--- config.mk ---
export PLATFORM = sky130hd
export DESIGN_NAME = skin_box_tracker_flat
export DESIGN_NICKNAME = d
export VERILOG_FILES = /design/src/rtl/skin_box_tracker_if.sv /design/src/rtl/skin_box_tracker.sv /design/src/flat_wrapper.sv
export SDC_FILE = /design/constraint.sdc
export NUM_CORES = 1
export LEC_CHECK = 0
export ABC_AREA = 1
export CORE_ASPECT_RATIO = 2
export CORE_MARGIN = 2
export CORE_UTILIZATION = 55
export DETAILED_ROUTE_END_ITERATION = 8
export GPL_ROUTABILITY_DRIVEN = 0
export PLACE_DENSITY = 0.79
export SYNTH_ARGS = -nofsm -noshare
export SYNTH_HDL_FRONTEND = slang
export SYNTH_SLANG_ARGS = --single-unit
export TNS_END_PERCENT = 30
--- constraint.sdc ---
create_clock -name pixelclk -period 2.92 [get_ports pixelclk]
set_clock_uncertainty 0.1 [all_clocks]
set_input_delay 0.292 -clock pixelclk [delete_from_list [all_inputs] [get_ports pixelclk]]
set_output_delay 0.292 -clock pixelclk [all_outputs]
set_load 0.02 [all_outputs]
--- src/rtl/skin_box_tracker_if.sv ---
// Binary pixel stream from the threshold comparator, with its aligned syncs.
// Latency: none, this is a plain signal bundle.
// Backpressure: none; the stream is free-running and sinks must keep up.
interface skin_box_tracker_if #(
    parameter int IMG_WIDTH_DATA = 24
) ();
    logic [IMG_WIDTH_DATA-1:0] binary;
    logic                      hsync;
    logic                      vsync;
    logic                      de;

    modport master (output binary, output hsync, output vsync, output de);
    modport slave  (input  binary, input  hsync, input  vsync, input  de);
endinterface

--- src/rtl/skin_box_tracker.sv ---
// Tracks the per-frame skin bounding box and pixel count; owns the Cb/Cr thresholds (frame-boundary shadowed).
// Latency: box outputs and box_valid update on the clock edge that sees vsync rise.
// Backpressure: none; the pixel stream is consumed at one pixel per clock.
module skin_box_tracker #(
    parameter int IMG_WIDTH_DATA = 24,
    parameter int COORD_W        = 12,
    parameter int CNT_W          = 24,
    parameter int CB_LOW_INIT    = 123,
    parameter int CB_HIGH_INIT   = 165,
    parameter int CR_LOW_INIT    = 110,
    parameter int CR_HIGH_INIT   = 132
) (
    input  logic               pixelclk,
    input  logic               reset_n,
    skin_box_tracker_if.slave  pix,
    input  logic               cfg_we,
    input  logic [1:0]         cfg_addr,
    input  logic [7:0]         cfg_wdata,
    output logic [7:0]         cb_low,
    output logic [7:0]         cb_high,
    output logic [7:0]         cr_low,
    output logic [7:0]         cr_high,
    output logic [COORD_W-1:0] box_x_min,
    output logic [COORD_W-1:0] box_x_max,
    output logic [COORD_W-1:0] box_y_min,
    output logic [COORD_W-1:0] box_y_max,
    output logic [CNT_W-1:0]   skin_count,
    output logic               box_found,
    output logic               box_valid
);

    typedef enum logic {IDLE, ACTIVE} state_t;

    state_t state_q, state_d;

    logic v_d, de_d;
    logic vs_rise, de_fall;
    logic frame_close, acc_en, skin_pix;

    logic [7:0] sh_cb_low, sh_cb_high, sh_cr_low, sh_cr_high;

    logic [COORD_W-1:0] x_cnt, y_cnt;
    logic [COORD_W-1:0] acc_x_min, acc_x_max, acc_y_min, acc_y_max;
    logic [CNT_W-1:0]   acc_cnt;
    logic               acc_found;

    // hsync only travels with the stream; coordinates come from de and vsync alone.
    logic unused_hsync;
    assign unused_hsync = pix.hsync;

    assign vs_rise  = pix.vsync & ~v_d;
    assign de_fall  = ~pix.de & de_d;
    assign skin_pix = pix.de && (pix.binary == '0);

    // Delayed syncs for edge detection.
    always_ff @(posedge pixelclk or negedge reset_n) begin
        if (!reset_n) begin
            v_d  <= 1'b0;
            de_d <= 1'b0;
        end else begin
            v_d  <= pix.vsync;
            de_d <= pix.de;
        end
    end

    // FSM state register.
    always_ff @(posedge pixelclk or negedge reset_n) begin
        if (!reset_n) state_q <= IDLE;
        else          state_q <= state_d;
    end

    // Next state; the first vsync edge after reset only arms accumulation.
    always_comb begin
        state_d     = state_q;
        frame_close = 1'b0;
        acc_en      = 1'b0;
        case (state_q)
            IDLE: begin
                if (vs_rise) state_d = ACTIVE;
            end
            ACTIVE: begin
                frame_close = vs_rise;
                acc_en      = ~vs_rise;
            end
            default: state_d = IDLE;
        endcase
    end

    // Shadow threshold writes, accepted in any state.
    always_ff @(posedge pixelclk or negedge reset_n) begin
        if (!reset_n) begin
            sh_cb_low  <= 8'(CB_LOW_INIT);
            sh_cb_high <= 8'(CB_HIGH_INIT);
            sh_cr_low  <= 8'(CR_LOW_INIT);
            sh_cr_high <= 8'(CR_HIGH_INIT);
        end else if (cfg_we) begin
            case (cfg_addr)
                2'd0:    sh_cb_low  <= cfg_wdata;
                2'd1:    sh_cb_high <= cfg_wdata;
                2'd2:    sh_cr_low  <= cfg_wdata;
                default: sh_cr_high <= cfg_wdata;
            endcase
        end
    end

    // Active thresholds move only on a frame edge; a write on that same cycle bypasses the shadow.
    always_ff @(posedge pixelclk or negedge reset_n) begin
        if (!reset_n) begin
            cb_low  <= 8'(CB_LOW_INIT);
            cb_high <= 8'(CB_HIGH_INIT);
            cr_low  <= 8'(CR_LOW_INIT);
            cr_high <= 8'(CR_HIGH_INIT);
        end else if (vs_rise) begin
            cb_low  <= (cfg_we && cfg_addr == 2'd0) ? cfg_wdata : sh_cb_low;
            cb_high <= (cfg_we && cfg_addr == 2'd1) ? cfg_wdata : sh_cb_high;
            cr_low  <= (cfg_we && cfg_addr == 2'd2) ? cfg_wdata : sh_cr_low;
            cr_high <= (cfg_we && cfg_addr == 2'd3) ? cfg_wdata : sh_cr_high;
        end
    end

    // Saturating pixel coordinates; a frame edge beats a line end for y.
    always_ff @(posedge pixelclk or negedge reset_n) begin
        if (!reset_n) begin
            x_cnt <= '0;
            y_cnt <= '0;
        end else begin
            if (de_fall)
                x_cnt <= '0;
            else if (pix.de && x_cnt != '1)
                x_cnt <= x_cnt + 1'b1;

            if (vs_rise)
                y_cnt <= '0;
            else if (de_fall && y_cnt != '1)
                y_cnt <= y_cnt + 1'b1;
        end
    end

    // Bounding-box and count accumulation; cleared as the frame closes.
    always_ff @(posedge pixelclk or negedge reset_n) begin
        if (!reset_n) begin
            acc_x_min <= '0;
            acc_x_max <= '0;
            acc_y_min <= '0;
            acc_y_max <= '0;
            acc_cnt   <= '0;
            acc_found <= 1'b0;
        end else if (frame_close) begin
            acc_x_min <= '0;
            acc_x_max <= '0;
            acc_y_min <= '0;
            acc_y_max <= '0;
            acc_cnt   <= '0;
            acc_found <= 1'b0;
        end else if (acc_en && skin_pix) begin
            if (!acc_found) begin
                acc_x_min <= x_cnt;
                acc_x_max <= x_cnt;
                acc_y_min <= y_cnt;
                acc_y_max <= y_cnt;
                acc_cnt   <= CNT_W'(1);
                acc_found <= 1'b1;
            end else begin
                if (x_cnt < acc_x_min) acc_x_min <= x_cnt;
                if (x_cnt > acc_x_max) acc_x_max <= x_cnt;
                if (y_cnt < acc_y_min) acc_y_min <= y_cnt;
                if (y_cnt > acc_y_max) acc_y_max <= y_cnt;
                if (acc_cnt != '1) acc_cnt <= acc_cnt + 1'b1;
            end
        end
    end

    // Publish the closed frame; outputs hold until the next close.
    always_ff @(posedge pixelclk or negedge reset_n) begin
        if (!reset_n) begin
            box_x_min  <= '0;
            box_x_max  <= '0;
            box_y_min  <= '0;
            box_y_max  <= '0;
            skin_count <= '0;
            box_found  <= 1'b0;
            box_valid  <= 1'b0;
        end else begin
            box_valid <= frame_close;
            if (frame_close) begin
                box_found  <= acc_found;
                box_x_min  <= acc_found ? acc_x_min : '0;
                box_x_max  <= acc_found ? acc_x_max : '0;
                box_y_min  <= acc_found ? acc_y_min : '0;
                box_y_max  <= acc_found ? acc_y_max : '0;
                skin_count <= acc_found ? acc_cnt   : '0;
            end
        end
    end

endmodule

--- src/flat_wrapper.sv ---
// flat-port wrapper written by rule: the top's interface ports become plain ports
module skin_box_tracker_flat 
#(
    parameter int IMG_WIDTH_DATA = 24,
    parameter int COORD_W        = 12,
    parameter int CNT_W          = 24,
    parameter int CB_LOW_INIT    = 123,
    parameter int CB_HIGH_INIT   = 165,
    parameter int CR_LOW_INIT    = 110,
    parameter int CR_HIGH_INIT   = 132
)
  (pixelclk, reset_n, cfg_we, cfg_addr, cfg_wdata, cb_low, cb_high, cr_low, cr_high, box_x_min, box_x_max, box_y_min, box_y_max, skin_count, box_found, box_valid, pix_binary, pix_hsync, pix_vsync, pix_de);
  skin_box_tracker_if #(.IMG_WIDTH_DATA(IMG_WIDTH_DATA)) pix_i ();
  input  logic pixelclk;
  input  logic reset_n;
  input  logic cfg_we;
  input  logic [1:0] cfg_addr;
  input  logic [7:0] cfg_wdata;
  output logic [7:0] cb_low;
  output logic [7:0] cb_high;
  output logic [7:0] cr_low;
  output logic [7:0] cr_high;
  output logic [COORD_W-1:0] box_x_min;
  output logic [COORD_W-1:0] box_x_max;
  output logic [COORD_W-1:0] box_y_min;
  output logic [COORD_W-1:0] box_y_max;
  output logic [CNT_W-1:0] skin_count;
  output logic box_found;
  output logic box_valid;
  input wire logic [$bits(pix_i.binary)-1:0] pix_binary;
  input wire logic [$bits(pix_i.hsync)-1:0] pix_hsync;
  input wire logic [$bits(pix_i.vsync)-1:0] pix_vsync;
  input wire logic [$bits(pix_i.de)-1:0] pix_de;
  assign pix_i.binary = pix_binary;
  assign pix_i.hsync = pix_hsync;
  assign pix_i.vsync = pix_vsync;
  assign pix_i.de = pix_de;
  skin_box_tracker #(.IMG_WIDTH_DATA(IMG_WIDTH_DATA), .COORD_W(COORD_W), .CNT_W(CNT_W), .CB_LOW_INIT(CB_LOW_INIT), .CB_HIGH_INIT(CB_HIGH_INIT), .CR_LOW_INIT(CR_LOW_INIT), .CR_HIGH_INIT(CR_HIGH_INIT)) u_core (.pixelclk(pixelclk), .reset_n(reset_n), .pix(pix_i), .cfg_we(cfg_we), .cfg_addr(cfg_addr), .cfg_wdata(cfg_wdata), .cb_low(cb_low), .cb_high(cb_high), .cr_low(cr_low), .cr_high(cr_high), .box_x_min(box_x_min), .box_x_max(box_x_max), .box_y_min(box_y_min), .box_y_max(box_y_max), .skin_count(skin_count), .box_found(box_found), .box_valid(box_valid));
endmodule
# After elaboration in Yosys (flattened, before gate mapping)
# Index checks and enable logic that the tools add are counted.
dict set report classes {
  addsub 3
  mul 0
  div_mod_pow 0
  order_cmp 4
  n_eq_ne 11
  shift 0
  muxes 39
  n_bitwise 6
  reduce_logical 23
}
# cell n
set ops {}
lappend ops {{$mux 12} 24}
lappend ops {{$mux 24} 5}
lappend ops {{$mux 8} 4}
lappend ops {{$add 12x1->12 const B} 2}
lappend ops {{$add 24x1->24 const B} 1}
lappend ops {{$gt 12x12->1} 2}
lappend ops {{$logic_not 24->1} 1}
lappend ops {{$lt 12x12->1} 2}
lappend ops {{$ne 12x12->1 const B} 2}
lappend ops {{$ne 24x24->1 const B} 1}
lappend ops {{$reduce_and 2->1} 9}
lappend ops {{$ne 3x2->1 const B} 5}
lappend ops {{$logic_and 1x1->1} 8}
lappend ops {{$mux 1} 6}
lappend ops {{$reduce_bool 2->1} 3}
lappend ops {{$eq 2x2->1 const B} 2}
lappend ops {{$not 1->1} 4}
lappend ops {{$reduce_or 3->1} 1}
lappend ops {{$and 1x1->1} 2}
lappend ops {{$eq 2x1->1 const B} 1}
lappend ops {{$logic_not 2->1} 1}
dict set report word_totals {
  regBits 238
  latchBits 0
  mem_bits_rw 0
  mem_bits_ro 0
  out_inout_bits 106
  elab_cells 112
  n_memories 0
}

# Logic depth before layout (Yosys ltp)
dict set report logic_depth {
  depth_word 7
  depth_mapped 15
  mapped_depth_nobuf 14
}

# Worst setup path before layout
# OpenSTA, ideal clock, no wires.
dict set report synth_path {
  kind {register -> register}
  from {register u_core.x_cnt[11]}
  to {register u_core.acc_x_max[10]}
  setup_ns 0.116
  arrival_ns 1.565
  required_time_ns 2.704
  path_slack_ns 1.138
  stages_incl_launch_ff 14
  n_path_buf 1
  path_cell_list {dfrtp_1 ha_1 nand2_1 inv_1 nand2_1 nor2_1 nand2_1 nand3_1 nand2_1 nand2_1 nand2_1 buf_2 nand2_1 nand2_1}
}
dict set report synth_between {
  elab_chain_len 3
}
# item line
set synth_rtl {}
lappend synth_rtl {{start: declaration} skin_box_tracker.sv:42} ;# logic [COORD_W-1:0] x_cnt, y_cnt;
lappend synth_rtl {{start signal: assignment} skin_box_tracker.sv:130} ;# x_cnt <= x_cnt + 1'b1;
lappend synth_rtl {{$gt 12x12->1} skin_box_tracker.sv:165} ;# if (x_cnt > acc_x_max) acc_x_max <= x_cnt;
lappend synth_rtl {{$ne 3x2->1 (no source line)} -}
lappend synth_rtl {{$reduce_and 2->1 (no source line)} -}
lappend synth_rtl {{end signal: assignment} skin_box_tracker.sv:158} ;# acc_x_max <= x_cnt;
lappend synth_rtl {{end signal: assignment} skin_box_tracker.sv:165}
lappend synth_rtl {{end: declaration} skin_box_tracker.sv:43} ;# logic [COORD_W-1:0] acc_x_min, acc_x_max, acc_y_min, acc_y_max;
# No other way between the ends.
# A chain may end at the register's enable or synchronous reset.

# Final worst setup path
dict set report layout_path {
  from {register u_core.x_cnt[11]}
  to {register u_core.acc_x_max[2]}
}
# The elaborated chain is that of the path after synthesis.

==> impl_results.md <==
* Nets at 1,671
* Slowest cell on crit path: dfrtp_1
* Die Y at 210.5 um
* Max Freq at 393.4 MHz
* Routed len/inst at 15.52 um
* P&R area growth vs syn at 20.81%
* Initial Util at 0.5603
* Synth Register Bits at 238
* Startpoint types: flip-flop
* Slew Viols, Final at 0
* Starting DRT DRC Count at 540
* Clock-pin slew on the worst setup and hold paths at 0.07 ns
* Initial antenna violation count at 0
* Top-count cell post-synth: nand2_1
* Buffers on Ports at 144
* Clock Sinks at 238
* RSZ-0062 raised after global routing: no
* DP HPWL at 20.92 mm
* Worst Setup End Kind: flip-flop
* Post-route setup slack at 0.3780 ns
* Status: finished, final reports clean
* Class of the worst hold path: primary input to flip-flop
* CTS Buf Count at 21
* H-tree levels at 1
* # diodes at 0
* Via count at 9,953
* Setup TNS at 0 ns
* Crit share post-route at 0.8705
* Setup Crit Path Kind: flip-flop to flip-flop
* First-pass GRT wire length at 48.18 mm
* CTS max path bufs at 3
* Gr ovfl total at 0
* I/O Pins at 146
* Worst VDD drop at 0.5441 mV
* Synth top area share at 0.4354
* Most used cell, CP: nand2_1
* Quantity of gates resized following cts at 0
* TritonRoute pass-1 iters at 5
* Rel. slew slack at 0.5723
* Post-Place Setup Slack at 0.2657 ns
* Worst-Skew Late Latency at 0.51 ns
* Total power at 7.549 mW
* Synth area leaders: dfrtp_1 (44%), nand2_1 (17%), dfstp_2 (7.6%)
* Post-synth top cells: nand2_1 (532), dfrtp_1 (204), inv_1 (155)
* Cell Chain, Critical Path: ha_1 -> nand2_1 -> inv_1 -> nand2_1 -> nor2_1 -> nand2_1 -> nand3_1 -> nand2_1 -> nand2_1 -> nand2_1 -> nand2_1 -> nand2_1
* Cell Count, Final, Fillers Out at 1,865
* Maximum Capacitance Violations at 0
* Worst endpoint required time at 3.22 ns
* LEAKAGE at 6.786 nW
* Cell taking the most area after synthesis: dfrtp_1
* Final setup viols at 0
* Synth cell types at 37
* Tmin final at 2.542 ns
* Crit path max fanout at 13
* Core area at 20,930 um^2
* Largest net degree at the start of global routing at 115
* Hold Fails Final Rpt at 0
* Design Area, Final at 14,160 um^2
* Synth Instances at 1,451
* Drt total wl at 28.94 mm
* Vias in the first global route at 10,085
* Avg Cell Area, Syn at 8.081 um^2
* Setup repair bufs after CTS at 0
* Slowest stage delay, CP at 0.47 ns
* Die area at 22,570 um^2
* DP Cell Count at 1,827
* Die span in x at 107.2 um
* Synth warn at 0
* Post-DR vias/cell at 5.337
* Total Routing Usage GR at 0.2665
* Pwr Density at 533.0 nW/um^2
* Post-synth EDFFs at 0
* Detail Route Antenna Nets at 0
* Area post-placement at 13,450 um^2
* Tightest Pin Transition at 0.6415 ns
* FFs w/ async S/R, synth at 1.000
* Layout cells sized above 1 at 0.07143
* Register area share after synthesis at 0.5116
* CTS tree: built
* Top FF cell, synth: dfrtp_1
* Worst EP arrival at 2.85 ns
* Synthesized Nets at 1,540
* # DRC at 0
* Root buffer cell: clkbuf_16
* Row cnt at 75
* Synth Cell Area at 11,720 um^2
-- flip-flops by register name, summed over array words and instances, names as in the netlist, 8 cells and up --
register           flops
u_core.skin_count     24
u_core.y_cnt          12
u_core.sh_cr_high      8
u_core.x_cnt          12
u_core.sh_cb_high      8
u_core.acc_cnt        24
u_core.box_x_min      12
u_core.cb_low          8
u_core.cr_low          8
u_core.box_x_max      12
u_core.cr_high         8
u_core.acc_y_max      12
u_core.sh_cr_low       8
u_core.cb_high         8
u_core.acc_x_max      12
u_core.acc_x_min      12
u_core.box_y_min      12
u_core.acc_y_min      12
u_core.sh_cb_low       8
u_core.box_y_max      12
-- through the flow --
step	util	hold slack, ns
final	0.6769	0.1643
after global routing	0.6769	0.1571
after CTS	0.6769	0.1426
after detailed placement	0.6428	0.2455
after global placement	0.6428	0.2404
after floorplan	-	-0.1036
-- path summary, 6_finish.rpt --
kind	start	end	slack [ns]	cells past startpoint
min in group asynchronous	reset_n	u_core.acc_cnt[8]	0.29	2
max in group asynchronous	reset_n	u_core.sh_cb_low[0]	1.65	3
setup / recovery	u_core.x_cnt[11]	u_core.acc_x_max[2]	0.38	12
setup reg to reg	u_core.x_cnt[11]	u_core.acc_x_max[2]	0.38	12
hold / removal	pix_vsync	u_core.v_d	0.16	1
hold reg to reg	u_core.cb_high[5]	u_core.cb_high[5]	0.37	2
-- what timing repair did --
action | 4_1_cts | 5_1_grt
hold endpoints to repair | 74 | 0
hold buffers | 1 | 0
endpoints found under the setup margin | 0 | 0
-- metal layers --
layer  share of wire  up-vias  global-route usage
li1                -     4849                   -
met1            0.36     4706              0.2914
met2            0.54      318              0.4983
met3           0.054       80             0.03247
met4           0.043        0              0.1276
met5               0        -                   0
-- layout by cell type, fill, tap and decap left out, types with 2 or more instances in the layout --
cell / Yosys / routed
a21o_1: 2 / 2
a21oi_1: 18 / 18
buf_12: 0 / 6
buf_4: 3 / 9
bufinv_16: 0 / 2
clkbuf_1: 29 / 6
clkbuf_16: 0 / 22
clkbuf_8: 0 / 3
clkdlybuf4s50_1: 0 / 143
clkinv_1: 2 / 2
clkinv_4: 0 / 2
dfrtp_1: 204 / 204
dfstp_2: 34 / 34
ha_1: 49 / 49
inv_1: 155 / 155
inv_2: 2 / 2
inv_4: 1 / 2
nand2_1: 532 / 531
nand2_2: 5 / 6
nand2_4: 2 / 2
nand3_1: 86 / 86
nand3_2: 5 / 5
nand4_1: 34 / 34
nor2_1: 81 / 81
nor2_4: 6 / 6
nor3_1: 11 / 11
nor4_1: 5 / 5
o21ai_0: 118 / 118
o21ai_1: 14 / 14
o21ai_2: 5 / 5
o31ai_1: 5 / 5
xnor2_1: 5 / 5
xor2_1: 11 / 11
-- worst max-delay path: cells and delay by family, from the launching register on --
family	cells	cell delay (ns)
adder cells (fa/ha/maj)	1	0.34
buffers and inverters	1	0.05
flip-flops	1	0.47
AND/OR/NAND/NOR	10	1.48
-- logic make-up (layout without fill, tap and decap cells) --
kind of cell             count (synthesis)  after routing  share of synthesized area
AND/OR/NAND/NOR                        773            773                     0.2787
flip-flops                             238            238                     0.5116
buffers and inverters                  212            357                    0.07246
AO/OA/AOI/OAI                          163            163                    0.07299
adder cells (fa/ha/maj)                 49             49                    0.05229
XOR/XNOR                                16             16                    0.01195
-- where the power goes --
group	total [mW]	internal, mW	switching [mW]	leakage [nW]
logic	1.00	0.394	0.609	3.30
registers	3.68	3.55	0.126	3.14
clock network	2.87	1.64	1.22	0.345
total	7.55	5.59	1.96	6.79
-- cell type report --
cell class                 instances  area, um^2
tap                              269       336.6
clock buffer                      31       614.3
multi-input combinational       1001        4880
inverter                         160       603.1
clock inverter                     6       88.84
sequential                       238        5998
fill                            1741        6761
timing repair buffer             160        1644
Power figures use the tool's default switching activity.
